[src/rtl/pipe_ctrl.sv]
// Pipeline controller: stall vector merge, exception/ERET flush
// sequencing and a saturating stall-cycle performance counter.
module pipe_ctrl #(
    parameter logic [31:0] EXC_VECTOR   = 32'h0000_0020,
    parameter int          FLUSH_CYCLES = 1
) (
    input  logic        clk,
    input  logic        rst,
    input  logic        stallreq_if,
    input  logic        stallreq_id,
    input  logic        stallreq_ex,
    input  logic        stallreq_mem,
    input  logic        excp_valid,
    input  logic        excp_is_eret,
    input  logic [31:0] cp0_epc,
    output logic [5:0]  stall,
    output logic        flush,
    output logic [31:0] new_pc,
    input  logic        cnt_clr,
    output logic [31:0] stall_cycles
);

    typedef enum logic [1:0] {
        IDLE,
        PEND,
        FLUSH
    } state_t;

    localparam logic [1:0] FCNT_LOAD = 2'(FLUSH_CYCLES - 1);

    if (FLUSH_CYCLES < 1 || FLUSH_CYCLES > 4) begin : g_bad_flush_cycles
        $error("pipe_ctrl: FLUSH_CYCLES must be within 1..4");
    end

    state_t      state_q, state_d;
    logic [31:0] tgt_q, tgt_d;
    logic [1:0]  fcnt_q, fcnt_d;
    logic        flush_d;
    logic [31:0] new_pc_d;
    logic [5:0]  stall_req;

    // Highest requesting stage wins; bubbles are inserted downstream.
    always_comb begin
        stall_req = 6'b000000;
        priority case (1'b1)
            stallreq_mem: stall_req = 6'b011111;
            stallreq_ex:  stall_req = 6'b001111;
            stallreq_id:  stall_req = 6'b000111;
            stallreq_if:  stall_req = 6'b000011;
            default:      stall_req = 6'b000000;
        endcase
    end

    assign stall = (rst || state_q == FLUSH) ? 6'b000000 : stall_req;

    always_ff @(posedge clk) begin
        if (rst) begin
            state_q <= IDLE;
            tgt_q   <= 32'h0;
            fcnt_q  <= 2'd0;
        end else begin
            state_q <= state_d;
            tgt_q   <= tgt_d;
            fcnt_q  <= fcnt_d;
        end
    end

    always_comb begin
        state_d = state_q;
        tgt_d   = tgt_q;
        fcnt_d  = fcnt_q;
        unique case (state_q)
            IDLE: begin
                if (excp_valid) begin
                    tgt_d = excp_is_eret ? cp0_epc : EXC_VECTOR;
                    if (stallreq_mem) begin
                        state_d = PEND;
                    end else begin
                        state_d = FLUSH;
                        fcnt_d  = FCNT_LOAD;
                    end
                end
            end
            PEND: begin
                if (!stallreq_mem) begin
                    state_d = FLUSH;
                    fcnt_d  = FCNT_LOAD;
                end
            end
            FLUSH: begin
                if (fcnt_q == 2'd0) begin
                    state_d = IDLE;
                end else begin
                    fcnt_d = fcnt_q - 2'd1;
                end
            end
            default: state_d = IDLE;
        endcase
    end

    always_comb begin
        flush_d  = (state_d == FLUSH);
        new_pc_d = flush_d ? tgt_d : 32'h0;
    end

    always_ff @(posedge clk) begin
        if (rst) begin
            flush  <= 1'b0;
            new_pc <= 32'h0;
        end else begin
            flush  <= flush_d;
            new_pc <= new_pc_d;
        end
    end

    always_ff @(posedge clk) begin
        if (rst || cnt_clr) begin
            stall_cycles <= 32'h0;
        end else if (stall[0] && stall_cycles != 32'hFFFF_FFFF) begin
            stall_cycles <= stall_cycles + 32'd1;
        end
    end

endmodule

[config.mk]
export PLATFORM = sky130hd
export DESIGN_NAME = pipe_ctrl
export DESIGN_NICKNAME = d
export VERILOG_FILES = /design/src/rtl/pipe_ctrl.sv
export SDC_FILE = /design/constraint.sdc
export NUM_CORES = 1
export LEC_CHECK = 0
export ABC_AREA = 1
export BUFFER_PORTS_ARGS = -buffer_cell sky130_fd_sc_hd__buf_2
export CELL_PAD_IN_SITES_DETAIL_PLACEMENT = 1
export CELL_PAD_IN_SITES_GLOBAL_PLACEMENT = 1
export CORE_ASPECT_RATIO = 0.75
export CORE_UTILIZATION = 33
export DETAILED_ROUTE_END_ITERATION = 6
export PLACE_DENSITY = 0.77
export SETUP_SLACK_MARGIN = 0.02
export SLEW_MARGIN = 20
export SYNTH_ARGS = -nofsm -noshare
export SYNTH_HDL_FRONTEND = slang
export SYNTH_SLANG_ARGS = --single-unit
[constraint.sdc]
create_clock -name clk -period 1.6 [get_ports clk]
set_input_delay 0.08 -clock clk [delete_from_list [all_inputs] [get_ports clk]]
set_output_delay 0.08 -clock clk [all_outputs]
set_load 0.05 [all_outputs]
[Word level (Yosys, flattened, before mapping)]
Cells that the tools add are included.
Word-level totals
  input port bits: 41
  bits in registers: 101
Operators by class
  add/subtract/negate cells: 2
  bitwise gates (word level): 1
  reduce and logical (&&, ||, !) cells: 8
  equal/unequal tests: 6
  mux-type cells: 17
Operators with widths (number)
  2-to-1 mux 32 bit: 3
  adder 32 x 1 -> 32 bit, second input constant: 1
  inequality test 32 bit, second input constant: 1
  2-to-1 mux 6 bit: 3
  2-to-1 mux 2 bit: 8
  case mux 2 bit (3 select lines): 2
  equality test 2 bit, second input constant: 2
  zero test 2 bit: 2
  inequality test 2 bit, second input constant: 2
  2-to-1 mux 3 bit: 1
  AND reduction 3 bit: 1
  nonzero test 3 bit: 1
  equality test 2 x 1 -> 1 bit, second input constant: 1
  logical OR 1 bit: 2
  OR reduction 2 bit: 1
  subtractor 2 x 1 -> 2 bit, second input constant: 1
  logical AND 1 bit: 1
  NOT 1 bit: 1

[Longest topological paths before layout]
  depth after elaboration: 6
  gate-level depth with buffers: 11
  gate-level depth less buffers: 11

[Worst setup path after synthesis]
Ideal clock, no wire load.
  path type: register -> register
  start point: reg stall_cycles[1]
  end point: reg stall_cycles[20]
  path buffers: 1
  clock period less this slack: 1975 ps
  data arrival time: 1858 ps
  data required time: 1483 ps
  stages on the path, launching flop included: 10
  slack: -375 ps
  path through: dfxtp_1 ha_1 nand2_2 nor2_4 nand2_1 nor2_2 nand3_4 buf_4 a21oi_1 nor2_1
Between the ends
  word-level cells in the longest chain between the ends: 2
  elaborated cells between the ends (all ways): 3
  those cells by class: add/sub: 1; eq/ne: 1; reduce/logical: 1
Ends and longest elaborated chain
  start, declared: RTL line 20  | output logic [31:0] stall_cycles
  start signal, assigned: RTL line 120  | stall_cycles <= stall_cycles + 32'd1;
  branches (longest 2 deep; another with adder 32 x 1 -> 32 bit)
Parallel ways; which one is timed is not known.
A chain may end at the register's enable or synchronous reset.

[Final worst setup path]
  start point: reg stall_cycles[21]
  end point: reg stall_cycles[10]
Between the ends
  word-level cells in the longest chain between the ends: 2
Ends and longest elaborated chain
  inequality test 32 bit: RTL line 119  | end else if (stall[0] && stall_cycles != 32'hFFFF_FFFF) begin
  logical AND 1 bit: RTL line 119
No other way between the ends.

==> flow_summary_export.csv <==
group,metric,value,unit
routing,num_vias,4590,
place,dp_hpwl,10200,um
worst_setup_path,rr_startpoint,"stall_cycles[21]$_SDFFE_PP0P_",
worst_setup_path,crit_path_start_kind,"flop",
synthesis,yosys_warnings,0,
synthesis,yosysSeqAreaShare,0.456,
synthesis,async_flop_share,0,
worst_setup_path,crit_type,"flop to flop",
die,boundaryPins,112,
worst_setup_path,slowest_stage,"dfxtp_2",
outcome,violations,"setup timing",
routing,drc,0,
synthesis,synth_top_area_frac,0.456,
synthesis,synth_commonest_cells,"nor2_1, dfxtp_1, inv_1",
clock_tree,clk_latency,350,ps
worst_setup_path,cp_cell_sequence,"nand2_1, nor2_2, nand2_1, inv_2, nand3_4, buf_12, buf_12, nand3_2, nand2_1, nor2_1",
clock_tree,cts_hold_buf,0,
die,start_util,0.339,
clock_tree,htree_num_levels,3,
cells_and_area,area_growth,43.5,%
worst_setup_path,rr_endpoint,"stall_cycles[10]$_SDFFE_PP0P_",
power,peakVddDrop,0.546,mV
cells_and_area,layout.nets,828,
min_path,hold_start,"stallreq_mem",
worst_setup_path,r2r_cells,10,
min_path,min_to,"state_q[0]$_SDFF_PP0_",
routing,drt_iter0_markers,198,
synthesis,synth.area.top_cells,"dfxtp_1, nor2_1, inv_1",
global_route,grt_max_degree,65,
synthesis,netlist_instances,634,
sta,worst_pin_slew,633,ps
place,dp.cells,926,
power,cellPowerDensity,834,nW/um^2
global_route,grt_overflow,0,
worst_setup_path,cp-end-kind,"flop",
sta,worst_slack,-116,ps
min_path,holdPathStages,3,
sta,relSlewSlack,0.578,
sta,setup_violations,25,
worst_setup_path,crit_arrival,1990,ps
cells_and_area,antennaDiodeCount,0,
clock_tree,cts_num_sinks,101,
cells_and_area,nFillCells,1623,
min_path,hp-class,"input port to flop",
routing,routed_wl,14800,um
routing,wire_per_inst,15.4,um
cells_and_area,stdcell_area,6360,um^2
global_route,grt_pass1_wl,22300,um
global_route,grtUsageTotal,0.209,
cells_and_area,fin_cells,961,
clock_tree,clk_pin_slew,70,ps
place,place_area,5520,um^2
sta,timing.fmax,0.583,GHz
power,leakage,2.65,nW
cells_and_area,final_util,0.487,
routing,viasPerCell,4.78,
clock_tree,cts_tree,"built",
outcome,status,"finished, violations left",
sta,finalCritPeriodShare,1.07,
synthesis,synth_nets,677,
die,std_cell_rows,36,
sta,rsz0062_at_grt,"true",
worst_setup_path,cpLargestDelayFamily,"simple AND/OR/NAND/NOR gates",
clock_tree,root_buffer,"clkbuf_16",
routing,antenna_left,0,
clock_tree,cts_made_buffers,9,
sta,setup_tns,-1610,ps
die,die_w,136,um
clock_tree,clock_path_buffers,2,
die,coreArea,13100,um^2
sta,timing.final.crit_period,1720,ps
global_route,grt_pass1_vias,4622,
synthesis,ys_ff_latch,101,
synthesis,synth_most_common_cell,"nor2_1",
cells_and_area,layout-drive-gt1-share,0.397,
worst_setup_path,cp_data_required_time,1880,ps
synthesis,synthDominantAreaCellType,"dfxtp_1",
synthesis,synth_edf_count,0,
place,port-buffer-count,110,
place,place_congestion,0.850,
sta,skew,10.3,ps
worst_setup_path,cpMostUsedCell,"nand2_1",
worst_setup_path,critPathMaxFanout,6,
worst_setup_path,rrSetupSlack,-120,ps
die,die_h,102,um
synthesis,syn_area,4430,um^2
cells_and_area,seq_area,2080,um^2
synthesis,synth_flop_cell,"dfxtp_1",
flow_run,drv_cap,0,
die,dieArea,13900,um^2
worst_setup_path,crit_buf_inv,3,
synthesis,syn_avg_cell_area,6.99,um^2
sta,finalMaxSlewViolations,0,
worst_setup_path,cpPeakStageDelay,340,ps
routing,dr.pass1.iters,4,
synthesis,synth.distinct_cells,33,
global_route,grt_antenna_before_repair,0,
cells_and_area,multi_input_area,2230,um^2
sta,hold_viol,0,
## tightest hold or removal path, stage by stage
cell and delay, ps:
buf_2 120, inv_1 120, nor3_1 70
## cells in the final DEF (no fill, tap or decap), types with 22 or more instances in the layout
| cell | n |
|---|---|
| inv_1 | 96 |
| buf_2 | 105 |
| nor2_1 | 129 |
| nand2_1 | 80 |
| dfxtp_1 | 66 |
| nand3_1 | 39 |
| dfxtp_2 | 31 |
| buf_4 | 44 |
| o21ai_0 | 22 |
## metal layers
| layer | share of wire | routed length, um | up-vias | GRT usage |
|---|---|---|---|---|
| met3 | 0.037 | 548 | 13 | 0.0402 |
| met5 | 0 | 0 | - | 0 |
| met2 | 0.50 | 7340 | 91 | 0.366 |
| li1 | - | - | 2268 | - |
| met1 | 0.45 | 6670 | 2218 | 0.263 |
| met4 | 0.013 | 199 | 0 | 0.0588 |
## report_power, final
group / internal [mW] / leakage (nW) / switching [mW]
combinational: 0.190 / 1.67 / 0.374
clock: 1.13 / 0.142 / 1.03
sequential: 2.56 / 0.837 / 0.0190
## per-stage QoR
step / power, mW / worst slack (ps) / hold slack, ps
6_report: 5.30 / -116 / 79.3
5_1_grt: 5.51 / -179 / 97.2
4_1_cts: 5.32 / -23.6 / 58.7
3_5_place_dp: 3.13 / -69.0 / 432
3_3_place_gp: 3.11 / 10.6 / 426
2_1_floorplan: 2.97 / 7.15 / 266
## worst max path at each step
stage,cells after the start,end,start
6_report,10,stall_cycles[10]$_SDFFE_PP0P_,stall_cycles[21]$_SDFFE_PP0P_
5_1_grt,11,stall_cycles[30]$_SDFFE_PP0P_,stall_cycles[0]$_SDFFE_PP0P_
2_1_floorplan,9,stall_cycles[5]$_SDFFE_PP0P_,stall_cycles[1]$_SDFFE_PP0P_
4_1_cts,10,stall_cycles[22]$_SDFFE_PP0P_,stall_cycles[0]$_SDFFE_PP0P_
3_3_place_gp,10,stall_cycles[20]$_SDFFE_PP0P_,stall_cycles[1]$_SDFFE_PP0P_
3_5_place_dp,10,stall_cycles[20]$_SDFFE_PP0P_,stall_cycles[1]$_SDFFE_PP0P_
## cell families after synthesis
group / count (synthesis) / synth area share
and+or+nand+nor: 331 / 0.331
other: 1 / 0.000846
DFF: 101 / 0.456
xor gates and xnor gates: 3 / 0.00593
AOI/OAI and AO/OA: 68 / 0.0808
buffers and inverters: 128 / 0.120
adders and majority gates: 2 / 0.00565
## flip-flops by register name, indices dropped and copies added, names as in the netlist
register      count
fcnt_q            2
flush             1
state_q           2
stall_cycles     32
tgt_q            32
new_pc           32
## what timing repair did
action	in CTS	in global routing
pin swaps	12	18
setup endpoints to repair	32	76
gates cloned	4	1
buffers inserted	8	6
resized for setup	33	57
## cell type report
class / instances / area share
well taps: 171 / 0.0337
flip-flops and latches: 101 / 0.327
inverters: 103 / 0.0620
multi-input cells: 406 / 0.351
repair buffers: 164 / 0.181
clock buffers: 10 / 0.0376
clock inverters: 6 / 0.00846
Note: power is estimated with default switching activity, not from simulation.
